`src/rtl/pod_noc_pkg.sv`:
```
// Shared widths and FSM encoding for the pod memory reader and the pod memory side.
package pod_noc_pkg;

  localparam int D_W        = 64;
  localparam int ADDR_W     = 14;
  localparam int LEN_W      = 8;
  localparam int RD_LAT     = 3;
  localparam int FIFO_DEPTH = 8;

  typedef enum logic [1:0] {
    S_IDLE,
    S_ISSUE,
    S_DRAIN,
    S_DONE
  } state_t;

  // Width of an occupancy counter that must hold 0..depth inclusive.
  function automatic int cnt_w(input int depth);
    return $clog2(depth) + 1;
  endfunction

endpackage

```
`src/rtl/pod_mem_reader_if.sv`:
```
// Command, pod memory read port and output stream of the pod memory reader.
interface pod_mem_reader_if #(
  parameter int D_W    = pod_noc_pkg::D_W,
  parameter int ADDR_W = pod_noc_pkg::ADDR_W,
  parameter int LEN_W  = pod_noc_pkg::LEN_W
);

  logic              cmd_valid;
  logic              cmd_ready;
  logic [ADDR_W-1:0] cmd_addr;
  logic [LEN_W-1:0]  cmd_len;

  logic              r_en;
  logic [ADDR_W-1:0] r_addr;
  logic [D_W-1:0]    r_data;

  logic              out_valid;
  logic              out_ready;
  logic [D_W-1:0]    out_data;
  logic              out_last;

  logic              busy;
  logic              done;

  modport master (
    input  cmd_valid, cmd_addr, cmd_len, r_data, out_ready,
    output cmd_ready, r_en, r_addr, out_valid, out_data, out_last, busy, done
  );

  modport slave (
    output cmd_valid, cmd_addr, cmd_len, r_data, out_ready,
    input  cmd_ready, r_en, r_addr, out_valid, out_data, out_last, busy, done
  );

endinterface

```
`src/rtl/pod_sync_fifo.sv`:
```
// Synchronous FIFO with the head entry presented directly on dout; no push-to-pop bypass.
module pod_sync_fifo #(
  parameter int WIDTH = 64,
  parameter int DEPTH = 8
) (
  input  logic                       clk,
  input  logic                       rst,
  input  logic                       push,
  input  logic                       pop,
  input  logic [WIDTH-1:0]           din,
  output logic [WIDTH-1:0]           dout,
  output logic [$clog2(DEPTH):0]     count,
  output logic                       full,
  output logic                       empty
);

  localparam int AW = $clog2(DEPTH);

  logic [WIDTH-1:0] mem [DEPTH];
  logic [AW-1:0]    wr_ptr;
  logic [AW-1:0]    rd_ptr;
  logic             do_push;
  logic             do_pop;

  assign do_push = push & ~full;
  assign do_pop  = pop & ~empty;

  always_ff @(posedge clk) begin
    if (rst) begin
      wr_ptr <= '0;
      rd_ptr <= '0;
      count  <= '0;
    end else begin
      if (do_push) wr_ptr <= wr_ptr + 1'b1;
      if (do_pop)  rd_ptr <= rd_ptr + 1'b1;
      count <= count + (AW+1)'(do_push) - (AW+1)'(do_pop);
    end
  end

  always_ff @(posedge clk) begin
    if (do_push) mem[wr_ptr] <= din;
  end

  assign dout  = mem[rd_ptr];
  assign full  = (count == (AW+1)'(DEPTH));
  assign empty = (count == '0);

endmodule

```
`src/rtl/pod_mem_reader.sv`:
```
// Bulk reader: issues credit-limited reads to a pod memory port and streams the
// returned words out through a FIFO with a valid/ready handshake.
//
// state   | meaning
// --------+-----------------------------------------------------------
// S_IDLE  | cmd_ready high, waiting for a burst command
// S_ISSUE | one read per cycle while ce and credits allow, len+1 total
// S_DRAIN | waiting for the last beat to be handshaked on the stream
// S_DONE  | done pulse for one cycle, then back to S_IDLE
module pod_mem_reader #(
  parameter int D_W        = pod_noc_pkg::D_W,
  parameter int ADDR_W     = pod_noc_pkg::ADDR_W,
  parameter int RD_LAT     = pod_noc_pkg::RD_LAT,
  parameter int FIFO_DEPTH = pod_noc_pkg::FIFO_DEPTH,
  parameter int LEN_W      = pod_noc_pkg::LEN_W
) (
  input  logic             clk,
  input  logic             rst,
  input  logic             ce,
  pod_mem_reader_if.master bus
);

  import pod_noc_pkg::*;

  localparam int CNT_W = cnt_w(FIFO_DEPTH);
  localparam int OCC_W = CNT_W + 1;

  state_t            state_q;
  state_t            state_d;
  logic [ADDR_W-1:0] addr_q;
  logic [LEN_W-1:0]  len_q;
  logic [LEN_W:0]    issue_cnt;
  logic [LEN_W:0]    beat_cnt;
  logic [RD_LAT-1:0] pipe_q;

  logic [OCC_W-1:0]  inflight;
  logic [OCC_W-1:0]  occupancy;
  logic              credit_ok;
  logic              accept;
  logic              issue;
  logic              fire;
  logic              fire_last;
  logic              is_last;

  logic              fifo_push;
  logic              fifo_pop;
  logic              fifo_full;
  logic              fifo_empty;
  logic [CNT_W-1:0]  fifo_count;
  logic [D_W-1:0]    fifo_dout;

  always_comb begin
    inflight = '0;
    for (int i = 0; i < RD_LAT; i++) begin
      inflight = inflight + OCC_W'(pipe_q[i]);
    end
  end

  // Counting reads still in the pipe guarantees every return has a FIFO slot.
  assign occupancy = {1'b0, fifo_count} + inflight;
  assign credit_ok = (occupancy < OCC_W'(FIFO_DEPTH));

  assign is_last   = (beat_cnt == {1'b0, len_q});
  assign fire      = ~fifo_empty & bus.out_ready;
  assign fire_last = fire & is_last;

  always_ff @(posedge clk) begin
    if (rst) state_q <= S_IDLE;
    else     state_q <= state_d;
  end

  always_comb begin
    state_d = state_q;
    accept  = 1'b0;
    issue   = 1'b0;
    unique case (state_q)
      S_IDLE: begin
        accept = bus.cmd_valid;
        if (accept) state_d = S_ISSUE;
      end
      S_ISSUE: begin
        issue = ce & credit_ok;
        if (issue && (issue_cnt == {1'b0, len_q})) state_d = S_DRAIN;
      end
      S_DRAIN: begin
        if (fire_last) state_d = S_DONE;
      end
      S_DONE: begin
        state_d = S_IDLE;
      end
      default: begin
        state_d = S_IDLE;
      end
    endcase
  end

  always_ff @(posedge clk) begin
    if (rst) begin
      addr_q    <= '0;
      len_q     <= '0;
      issue_cnt <= '0;
      beat_cnt  <= '0;
      pipe_q    <= '0;
    end else begin
      if (accept) begin
        addr_q    <= bus.cmd_addr;
        len_q     <= bus.cmd_len;
        issue_cnt <= '0;
        beat_cnt  <= '0;
      end
      if (issue) begin
        addr_q    <= addr_q + 1'b1;
        issue_cnt <= issue_cnt + 1'b1;
      end
      if (fire) beat_cnt <= beat_cnt + 1'b1;
      // The valid pipe tracks the memory latency, which only advances with ce.
      if (ce) begin
        pipe_q[0] <= issue;
        for (int i = 1; i < RD_LAT; i++) begin
          pipe_q[i] <= pipe_q[i-1];
        end
      end
    end
  end

  assign fifo_push = ce & pipe_q[RD_LAT-1] & ~fifo_full;
  assign fifo_pop  = fire;

  pod_sync_fifo #(
    .WIDTH (D_W),
    .DEPTH (FIFO_DEPTH)
  ) u_fifo (
    .clk   (clk),
    .rst   (rst),
    .push  (fifo_push),
    .pop   (fifo_pop),
    .din   (bus.r_data),
    .dout  (fifo_dout),
    .count (fifo_count),
    .full  (fifo_full),
    .empty (fifo_empty)
  );

  assign bus.cmd_ready = ~rst & (state_q == S_IDLE);
  assign bus.r_en      = ~rst & issue;
  assign bus.r_addr    = rst ? '0 : addr_q;
  assign bus.out_valid = ~rst & ~fifo_empty;
  assign bus.out_data  = rst ? '0 : fifo_dout;
  assign bus.out_last  = ~rst & ~fifo_empty & is_last;
  assign bus.busy      = ~rst & (state_q != S_IDLE);
  assign bus.done      = ~rst & (state_q == S_DONE);

endmodule

```
`src/flat_wrapper.sv`:
```
// flat-port wrapper written by rule: the top's interface ports become plain ports
module pod_mem_reader_flat import pod_noc_pkg::*;
#(
  parameter int D_W        = pod_noc_pkg::D_W,
  parameter int ADDR_W     = pod_noc_pkg::ADDR_W,
  parameter int RD_LAT     = pod_noc_pkg::RD_LAT,
  parameter int FIFO_DEPTH = pod_noc_pkg::FIFO_DEPTH,
  parameter int LEN_W      = pod_noc_pkg::LEN_W
)
  (clk, rst, ce, bus_cmd_valid, bus_cmd_addr, bus_cmd_len, bus_r_data, bus_out_ready, bus_cmd_ready, bus_r_en, bus_r_addr, bus_out_valid, bus_out_data, bus_out_last, bus_busy, bus_done);
  pod_mem_reader_if #(.D_W(D_W), .ADDR_W(ADDR_W), .LEN_W(LEN_W)) bus_i ();
  input  logic clk;
  input  logic rst;
  input  logic ce;
  input wire logic [$bits(bus_i.cmd_valid)-1:0] bus_cmd_valid;
  input wire logic [$bits(bus_i.cmd_addr)-1:0] bus_cmd_addr;
  input wire logic [$bits(bus_i.cmd_len)-1:0] bus_cmd_len;
  input wire logic [$bits(bus_i.r_data)-1:0] bus_r_data;
  input wire logic [$bits(bus_i.out_ready)-1:0] bus_out_ready;
  output wire logic [$bits(bus_i.cmd_ready)-1:0] bus_cmd_ready;
  output wire logic [$bits(bus_i.r_en)-1:0] bus_r_en;
  output wire logic [$bits(bus_i.r_addr)-1:0] bus_r_addr;
  output wire logic [$bits(bus_i.out_valid)-1:0] bus_out_valid;
  output wire logic [$bits(bus_i.out_data)-1:0] bus_out_data;
  output wire logic [$bits(bus_i.out_last)-1:0] bus_out_last;
  output wire logic [$bits(bus_i.busy)-1:0] bus_busy;
  output wire logic [$bits(bus_i.done)-1:0] bus_done;
  assign bus_i.cmd_valid = bus_cmd_valid;
  assign bus_i.cmd_addr = bus_cmd_addr;
  assign bus_i.cmd_len = bus_cmd_len;
  assign bus_i.r_data = bus_r_data;
  assign bus_i.out_ready = bus_out_ready;
  assign bus_cmd_ready = bus_i.cmd_ready;
  assign bus_r_en = bus_i.r_en;
  assign bus_r_addr = bus_i.r_addr;
  assign bus_out_valid = bus_i.out_valid;
  assign bus_out_data = bus_i.out_data;
  assign bus_out_last = bus_i.out_last;
  assign bus_busy = bus_i.busy;
  assign bus_done = bus_i.done;
  pod_mem_reader #(.D_W(D_W), .ADDR_W(ADDR_W), .RD_LAT(RD_LAT), .FIFO_DEPTH(FIFO_DEPTH), .LEN_W(LEN_W)) u_core (.clk(clk), .rst(rst), .ce(ce), .bus(bus_i));
endmodule
```
`config.mk`:
```
export PLATFORM = sky130hd
export DESIGN_NAME = pod_mem_reader_flat
export DESIGN_NICKNAME = d
export VERILOG_FILES = /design/src/rtl/pod_noc_pkg.sv /design/src/rtl/pod_mem_reader_if.sv /design/src/rtl/pod_sync_fifo.sv /design/src/rtl/pod_mem_reader.sv /design/src/flat_wrapper.sv
export SDC_FILE = /design/constraint.sdc
export NUM_CORES = 1
export LEC_CHECK = 0
export BUFFER_PORTS_ARGS = -buffer_cell sky130_fd_sc_hd__buf_4
export CORE_ASPECT_RATIO = 2
export CORE_MARGIN = 5
export CORE_UTILIZATION = 40
export DETAILED_ROUTE_END_ITERATION = 16
export PLACE_DENSITY = 0.56
export REMOVE_ABC_BUFFERS = 1
export SKIP_LAST_GASP = 1
export SLEW_MARGIN = 20
export SYNTH_ARGS = -nofsm -noshare
export SYNTH_HDL_FRONTEND = slang
export SYNTH_HIERARCHICAL = 1
export SYNTH_SLANG_ARGS = --single-unit
```
`constraint.sdc`:
```
create_clock -name clk -period 11.7 [get_ports clk]
set_input_delay 2.34 -clock clk [delete_from_list [all_inputs] [get_ports clk]]
set_output_delay 2.34 -clock clk [all_outputs]
set_load 0.02 [all_outputs]
```
After elaboration in Yosys (flattened, before gate mapping)
Memory sizes are Yosys's and may differ from the RTL's. A register that Yosys moved wholly into a read port is not among the register bits. Cells that the tools add are included.

Register bits: 55. RAM bits: 512. Bits of input ports: 91. Output and inout port bits: 84. Memories: 1.

Add/subtract/negate cells: 10. Magnitude comparators: 1. Equal/unequal tests: 9. Mux-type cells: 17. Bitwise operators: 16. Reduce and logical (&&, ||, !) cells: 7.

Memories: u_core.u_fifo.mem (depth 8, bits a word 64, read ports 1, clocked after memory_dff 1, wr ports 1, line pod_sync_fifo.sv:19) `logic [WIDTH-1:0] mem [DEPTH];`.

Operators by type and width (count): $mux W64 (1); $mux W14 (3); $mux W9 (3); $add A9 B1 Y9 const B (2); $eq A9 B8 Y1 (2); $add A14 B1 Y14 const B (1); $and A1 B1 Y1 (13); $pmux W2 S4 (1); $add A3 B1 Y3 const B (2); $mux W2 (3); $mux W3 (2); $reduce_bool A2 Y1 (3); $add A4 B5 Y5 (1); $add A5 B1 Y5 (1); $lt A5 B4 Y1 const B (1); $add A4 B1 Y4 (1); $eq A2 B2 Y1 const B (2); $eq A4 B4 Y1 const B (1); $logic_not A4 Y1 (1); $mux W1 (4); $ne A2 B1 Y1 const B (2); $sub A4 B1 Y4 (1); $not A1 Y1 (3); $reduce_and A3 Y1 (1); other kinds (5) (5).

Depth between registers and ports, before layout
Gate-level depths: netlist (run 1).

Depth after elaboration: 8. Gate-level depth with buffers: 13. Depth with buffers taken out: 12.

Cells and area by module
The synthesis (run 1) kept the hierarchy.

Modules (own cells, without submodules): pod_sync_fifo (instances 1, cells an instance 820, area an instance 19911.6 µm², seq. area each 15635.0 µm²); pod_mem_reader (instances 1, cells an instance 391, area an instance 3006.6 µm², seq. area each 900.9 µm²).

Least setup slack after synthesis (run 1)
Ideal clock, no wire load.

Path kind: input-to-reg. Start: input port ce. End: memory u_core.u_fifo.mem[0][0] (enable). Setup time: 0.644 ns. Arrival time: 8.882 ns. Path slack: 2.174 ns. Stages on the path: 4. Path buffers: 0. Cell sequence: nand2_1 > nor2_1 > nand2_1 > nor4_1.

Word-level cells in the longest chain between the ends: 5.

Ends and longest elaborated chain: start: declaration (line flat_wrapper.sv:14) `input logic ce;`; $and A1 B1 Y1 (2 in a row) (line pod_mem_reader.sv:126) `assign fifo_push = ce & pipe_q[RD_LAT-1] & ~fifo_full;`; via u_core.fifo_push (line pod_mem_reader.sv:45) `logic fifo_push;`; $and A1 B1 Y1 (line pod_sync_fifo.sv:25) `assign do_push = push & ~full;`; $mux W1 (line pod_sync_fifo.sv:41) `if (do_push) mem[wr_ptr] <= din;`; $mux W1 (implied by the code) (line pod_sync_fifo.sv:41); end: declaration (line pod_sync_fifo.sv:19).

The timed path passes the listed nets, and every way through them passes these cells.

Final worst setup path (run 1)
Start: input port rst. End: output port bus_out_last.

Word-level cells in the longest chain between the ends: 3.

Ends and longest elaborated chain: start: declaration (line flat_wrapper.sv:13) `input logic rst;`; $not A1 Y1 (line pod_mem_reader.sv:149) `assign bus.out_last = ~rst & ~fifo_empty & is_last;`; $and A1 B1 Y1 (2 in a row) (line pod_mem_reader.sv:149); end: declaration (line flat_wrapper.sv:25) `output wire logic [$bits(bus_i.out_last)-1:0] bus_out_last;`.

No other way between the ends.

==> results of run 1 <==
-- cells by family (layout without fill, tap and decap cells) --
family,Yosys count,count (layout),synth area share [%]
XOR/XNOR,19,19,0.726
multiplexers,203,203,16.2
AO/OA/AOI/OAI,85,85,2.38
adder cells (fa/ha/maj),17,17,0.994
flip-flops,570,570,72.2
buffers and inverters,71,301,1.62
AND/OR/NAND/NOR,246,246,5.89
-- critical path, stage by stage --
cell and delay [ps]:
buf_4 700, buf_4 790, or4_1 210, nor3_1 40, buf_4 150
-- stage by stage --
step | power (mW) | utilization, % | cell area, µm² | hold slack [ps]
after floorplan | 2.82 | - | 22600 | 434
after global placement | 3.06 | 44.1 | 25100 | 476
after detailed placement | 3.07 | 44.1 | 25100 | 492
after CTS | 4.69 | 46.8 | 26700 | 501
after global routing | 4.81 | 46.8 | 26700 | 523
final | 4.61 | 46.8 | 26700 | 502
-- how the worst min path moves through the flow --
stage | slack (ps) | end | depth (start not counted)
after detailed placement | 490 | u_core/len_q[0]$_SDFFE_PP0P_ | 2
after CTS | 500 | u_core/len_q[0]$_SDFFE_PP0P_ | 2
final | 500 | register | 2
after floorplan | 430 | u_core/issue_cnt[8]$_SDFFE_PP0P_ | 1
after global placement | 480 | register | 2
after global routing | 520 | u_core/len_q[0]$_SDFFE_PP0P_ | 2
-- registers in the layout (all words and copies together) (netlist names), named ones only --
| register | count |
|---|---|
| u_core/u_fifo/wr_ptr | 3 |
| u_core/u_fifo/mem | 512 |
| u_core/addr_q | 14 |
| u_core/u_fifo/rd_ptr | 3 |
| u_core/pipe_q | 3 |
| u_core/beat_cnt | 9 |
| u_core/state_q | 2 |
| u_core/issue_cnt | 9 |
| u_core/u_fifo/count | 4 |
| u_core/len_q | 8 |
-- final cells by class --
class | instances | area [µm²] | share of cell area [%]
Tap cell | 756 | 946 | 3.55
Timing Repair Buffer | 201 | 1510 | 5.67
Multi-Input combinational cell | 570 | 6060 | 22.7
Clock buffer | 66 | 1380 | 5.16
Clock inverter | 23 | 189 | 0.708
Inverter | 11 | 41.3 | 0.155
Sequential cell | 570 | 16500 | 62.0
-- placed cells by master, fill, tap and decap left out, drive strengths merged, types with 5 or more instances in the layout --
cell / count
nor2b: 82
dfxtp: 58
nand2b: 9
and3: 7
ha: 15
nor3: 11
mux4: 128
nand3b: 5
nand3: 15
a31o: 5
edfxtp: 512
nand4: 7
xnor2: 16
clkinv: 18
nor2: 49
nand2: 38
a21oi: 39
nor4: 6
clkbuf: 66
o21ai: 16
mux2: 71
inv: 12
buf: 201
-- per-layer routing --
layer | GRT usage [%] | vias to the layer above
met1 | 19.5 | 6040
met5 | 0 | -
met4 | 4.12 | 4
li1 | - | 5210
met3 | 2.96 | 65
met2 | 30.0 | 291
-- power breakdown --
| group | leakage (nW) | total [mW] | switching, mW | internal (mW) |
|---|---|---|---|---|
| Sequential | 5.07 | 2.31 | 0.0567 | 2.25 |
| Combinational | 2.73 | 0.707 | 0.372 | 0.334 |
| Clock | 0.762 | 1.60 | 0.709 | 0.892 |
| Total | 8.57 | 4.61 | 1.14 | 3.48 |
==> summary.txt, run 1 <==
Synth
  • Synth Instances: 1211
  • Post-synthesis sequential area ratio: 72.2%
  • Synthesized cell area: 0.0229 mm²
  • Number of flops mapped to enable cells by yosys: roughly 500
  • Asr flop ratio synth: 0%
  • Yosys top cell by area: edfxtp_1
  • Top cells by area, synth: edfxtp_1 (67%), mux4_2 (13%), dfxtp_1 (5.1%)
  • Mean post-synth cell area: 18.9 µm²
  • Most common cell in the netlist: edfxtp_1
  • Register bit total from synthesis: 570
  • Top-area cell type share of the netlist area: 67.1%
  • Post-synth top cells: edfxtp_1 (512), mux4_2 (128), nor2b_1 (82)
  • Synth warnings: 6
  • Main synth FF type: edfxtp_1
  • Count of cell types in the netlist: 55

Timing
  • Max Freq: 151 MHz
  • Worst setup margin: 5070 ps
  • Actual slew at the worst max-slew pin: 967 ps
  • Final worst path period share: 56.7%
  • Sum Neg Setup Slack: 0 ps
  • Tmin final: 6630 ps
  • Max-slew headroom: 35.5%
  • Final slew viol count: 0
  • Clk_skew: ~13 ps
  • Endpoints failing setup: 0
  • RSZ-0062 raised after global routing: false
  • Final hold vios: 0

Die
  • Starting Density: 40.3%
  • Die area: approximately 0.062 mm²
  • Die Height: roughly 350 µm
  • Placeable Area: 0.0569 mm²
  • Chip Width: 179 µm
  • Num rows: 124
  • I/O pins: 175

Cells and area
  • Non-filler instance count after layout: 2197
  • Fraction of layout cells with a size suffix above 1: 34.0%
  • Nets: 1513
  • Syn-to-layout area delta: 16.4%
  • FILL cells: 4954
  • ANT cells: 0

Detailed routing
  • Vias per cell: about 5.3
  • Met3 WL: 2570 µm
  • Via count: 11600
  • Drt drc: 0
  • DR WL met2: 27400 µm
  • Starting DRT DRC Count: 469
  • M1 WL: 19800 µm
  • First drt pass iteration count: 4
  • Uppermost layer routed: met5
  • Routed len/inst: 23.1 µm
  • Antenna Nets Post-Route: 0
  • Total Wirelength: 50800 µm

Critical path
  • WS Path Type: in2out
  • R2r endpoint: u_core/u_fifo/mem[6][59]$_DFFE_PP_
  • Setup crit end kind: output port
  • CP required: 9360 ps
  • Setup crit end: bus_out_last
  • Reg2reg start: u_core/u_fifo/count[2]$_SDFF_PP0_
  • Critical path origin: rst
  • Startpoint types: input port
  • Worst-path fanout max: 74
  • R2r setup slk: 8390 ps
  • R2r worst-path depth: 8
  • Crit path arrival time: 4290 ps

Pwr
  • PwrDens: 173 mW/mm²
  • P_leak: 8.57 nW
  • Max IR drop VDD: 0.118 mV

CTS
  • CTS resizes: 0
  • H-tree depth: 2
  • Cts bufs inserted: 51
  • CTS max path bufs: 3
  • Clk pin slew, worst setup/hold paths: roughly 60 ps
  • Clock latency on the worst-skew pair: roughly 580 ps
  • CTS tree: yes
  • Postcts setup bufs: 0
  • CTS Root Cell: clkbuf_16
  • Clk sink count: between 500 and 600
  • Cts hold-fix bufs: 0

Placement
  • GPL Wtd Cong: ~0.75
  • Port Buffers: 174
  • Placed Cells incl. Taps: ~2100
  • Hpwl dp: 29400 µm
  • Pre-CTS setup slack: 5000 ps

Global routing
  • GRT Total Usage: between 10% and 20%
  • GR Overflow Total: 0
  • Antenna violations before repair: 2
  • Vias in the first global route: 12500
  • Largest net degree at the start of global routing: 75
  • Global-route wire length before repair: 76500 µm

Min path
  • Worst Hold Class: reg2reg
  • Hold Startpoint: u_core/u_fifo/rd_ptr[2]$_SDFFE_PP0P_

Status
  • Run status: complete, no violations

Run
  • Max Cap Viol: 0
Power figures use the tool's default switching activity.
==> run 2: changes to the inputs <==
Settings changed: ABC_AREA set to 1.
Clock period 11.7 ns to 6.8 ns, I/O delays scaled along.
==> summary.txt, run 2 <==
Cells and area
  • Top Registers: u_core/u_fifo/mem (512), u_core/addr_q (14)
  • Most frequent cells in the layout: nand2_1 (933), inv_1 (637), edfxtp_1 (512)
  • Non-filler instance count after layout: 3894
  • Post-Layout Inst Area: 0.0299 mm²
  • Top reg by flops: u_core/u_fifo/mem
  • Fraction of layout cells with a size suffix above 1: approximately a tenth
  • Nets: 3084
  • Largest register FFs: around 500
  • Final core occ: between 40% and 50%
  • Syn-to-layout area delta: 14.5%
  • Commonest non-fill, non-tap cell in the layout: nand2_1

Timing
  • Tmin final: just under 5000 ps
  • Final worst path period share: 72.9%
  • Final hold vios: 0
  • Final slew viol count: 0
  • Endpoints failing setup: 0
  • Clk_skew: 25.1 ps
  • Actual slew at the worst max-slew pin: 1150 ps
  • RSZ-0062 raised after global routing: false
  • Max-slew headroom: 23.3%
  • Max Freq: 202 MHz

Detailed routing
  • Antenna Nets Post-Route: 0
  • Drt drc: 0
  • Total Wirelength: 64200 µm
  • Vias per cell: 4.72
  • Starting DRT DRC Count: 952
  • Routed len/inst: approximately 16 µm
  • First drt pass iteration count: 7
  • Via count: 18400

Global routing
  • GR Overflow Total: 0
  • Largest net degree at the start of global routing: between 100 and 150
  • Global-route wire length before repair: a little over 100000 µm
  • GRT Total Usage: between 15 and 20%
  • Antenna violations before repair: 2
  • Vias in the first global route: 18600

Placement
  • Port Buffers: about 170
  • Placed Cells incl. Taps: 3790
  • Cell Area, Placed: 0.0281 mm²
  • Hpwl dp: 37900 µm
  • GPL Wtd Cong: approximately 0.8

Critical path
  • Worst-path fanout max: 75
  • Crit path arrival time: approximately 3600 ps
  • WS Path Type: reg2out
  • Startpoint types: register
  • Setup crit end kind: output port
  • CP required: 5440 ps

CTS
  • CTS Root Cell: clkbuf_16
  • CTS resizes: 0
  • CTS max path bufs: 3
  • Clk sink count: 570
  • CTS tree: yes
  • Clk pin slew, worst setup/hold paths: 70 ps
  • Postcts setup bufs: 0
  • Clock latency on the worst-skew pair: 600 ps
  • Cts bufs inserted: between 50 and 60
  • H-tree depth: 2
  • Cts hold-fix bufs: 0

Synth
  • Mean post-synth cell area: around 9 µm²
  • Post-synth top cells: nand2_1 (933), inv_1 (638), edfxtp_1 (512)
  • Yosys top cell by area: edfxtp_1
  • Most common cell in the netlist: nand2_1
  • Synth Instances: 2840
  • Top cells by area, synth: edfxtp_1 (59%), nand2_1 (13%), inv_1 (9.2%)
  • Synthesized cell area: 0.0261 mm²
  • Post-synthesis sequential area ratio: ~63%
  • Main synth FF type: edfxtp_1
  • Register bit total from synthesis: 570
  • Number of flops mapped to enable cells by yosys: 512
  • Synth warnings: 6
  • Top-area cell type share of the netlist area: around three fifths
  • Count of cell types in the netlist: 42
  • Asr flop ratio synth: 0%

Die
  • Placeable Area: 0.0647 mm²
  • Num rows: around 130
  • Starting Density: 40.3%
  • I/O pins: roughly 180
  • Die Height: approximately 370 µm
  • Die area: 0.0708 mm²
  • Chip Width: roughly 190 µm

Pwr
  • PwrDens: 334 mW/mm²
  • P_leak: roughly 14 nW
  • Overall power: 9.98 mW
  • Max IR drop VDD: 0.183 mV

Status
  • Run status: complete, no violations

Min path
  • Worst Hold Class: reg2reg

Run
  • Max Cap Viol: 0
==> run 2: logic make-up (layout without fill, tap and decap cells) <==
logic type	after synthesis	in the layout	synth area share, %
fa+ha+maj	17	17	0.872
other cells	0	3	0
xor+xnor	18	18	0.604
buf+inv	761	941	11.8
compound gates	83	83	1.73
simple gates	1390	1390	21.6
mux	1	1	0.0383
flops	570	570	63.3
==> run 2: critical path, cell delays in order, from the launching register on <==
cell and delay, ps:
dfxtp_4 580, inv_4 830, buf_4 730, nand3_1 140
nand2_1 80, nand2_1 50, nand2_1 190, inv_1 60
nor2_1 100, buf_4 150
==> run 2: final cells by class <==
type                    count  area (µm²)
inverters                 644        2430
multi-input cells        1509        6550
clock buffers              64        1370
well taps                 871        1090
flip-flops and latches    570       16500
diodes                      3        7.51
repair buffers            199        1540
fillers                  6125       34800
clock inverters            34         372
==> run 2: layer usage <==
| layer | GRT usage (%) | vias up | part of all wire (%) |
|---|---|---|---|
| met5 | 0 | - | 0 |
| met4 | 5.35 | 0 | 2.5 |
| met3 | 3.01 | 109 | 5.2 |
| met2 | 33.9 | 450 | 53 |
| met1 | 20.5 | 8766 | 40 |
| li1 | - | 9039 | - |
==> run 2: final timing paths <==
check                                                        from                                 to  slack (ps)  cells past startpoint
worst max-delay path                                     register                   bus_out_data[55]        1840                      9
worst min-delay path             u_core/issue_cnt[8]$_SDFFE_PP0P_   u_core/issue_cnt[8]$_SDFFE_PP0P_         490                      1
worst max register to register  u_core/u_fifo/count[2]$_SDFF_PP0_  u_core/u_fifo/mem[4][7]$_DFFE_PP_        3210                     10
worst min register to register   u_core/issue_cnt[8]$_SDFFE_PP0P_   u_core/issue_cnt[8]$_SDFFE_PP0P_         490                      1
==> run 2: through the flow <==
step	setup slack [ps]	TNS [ps]	hold slack, ps
2_1_floorplan	-3960	-253600	434
6_report	1840	0	491
4_1_cts	1750	0	492
5_1_grt	1570	0	523
3_3_place_gp	2430	0	458
3_5_place_dp	2280	0	476
==> run 2: where the power goes <==
part           leakage, nW  total [mW]  internal [mW]  switching (mW)
clock network        0.845        3.01           1.71            1.30
logic                 7.83        2.88          0.934            1.94
registers             5.08        4.09           3.91           0.180
total                 13.8        9.98           6.55            3.42
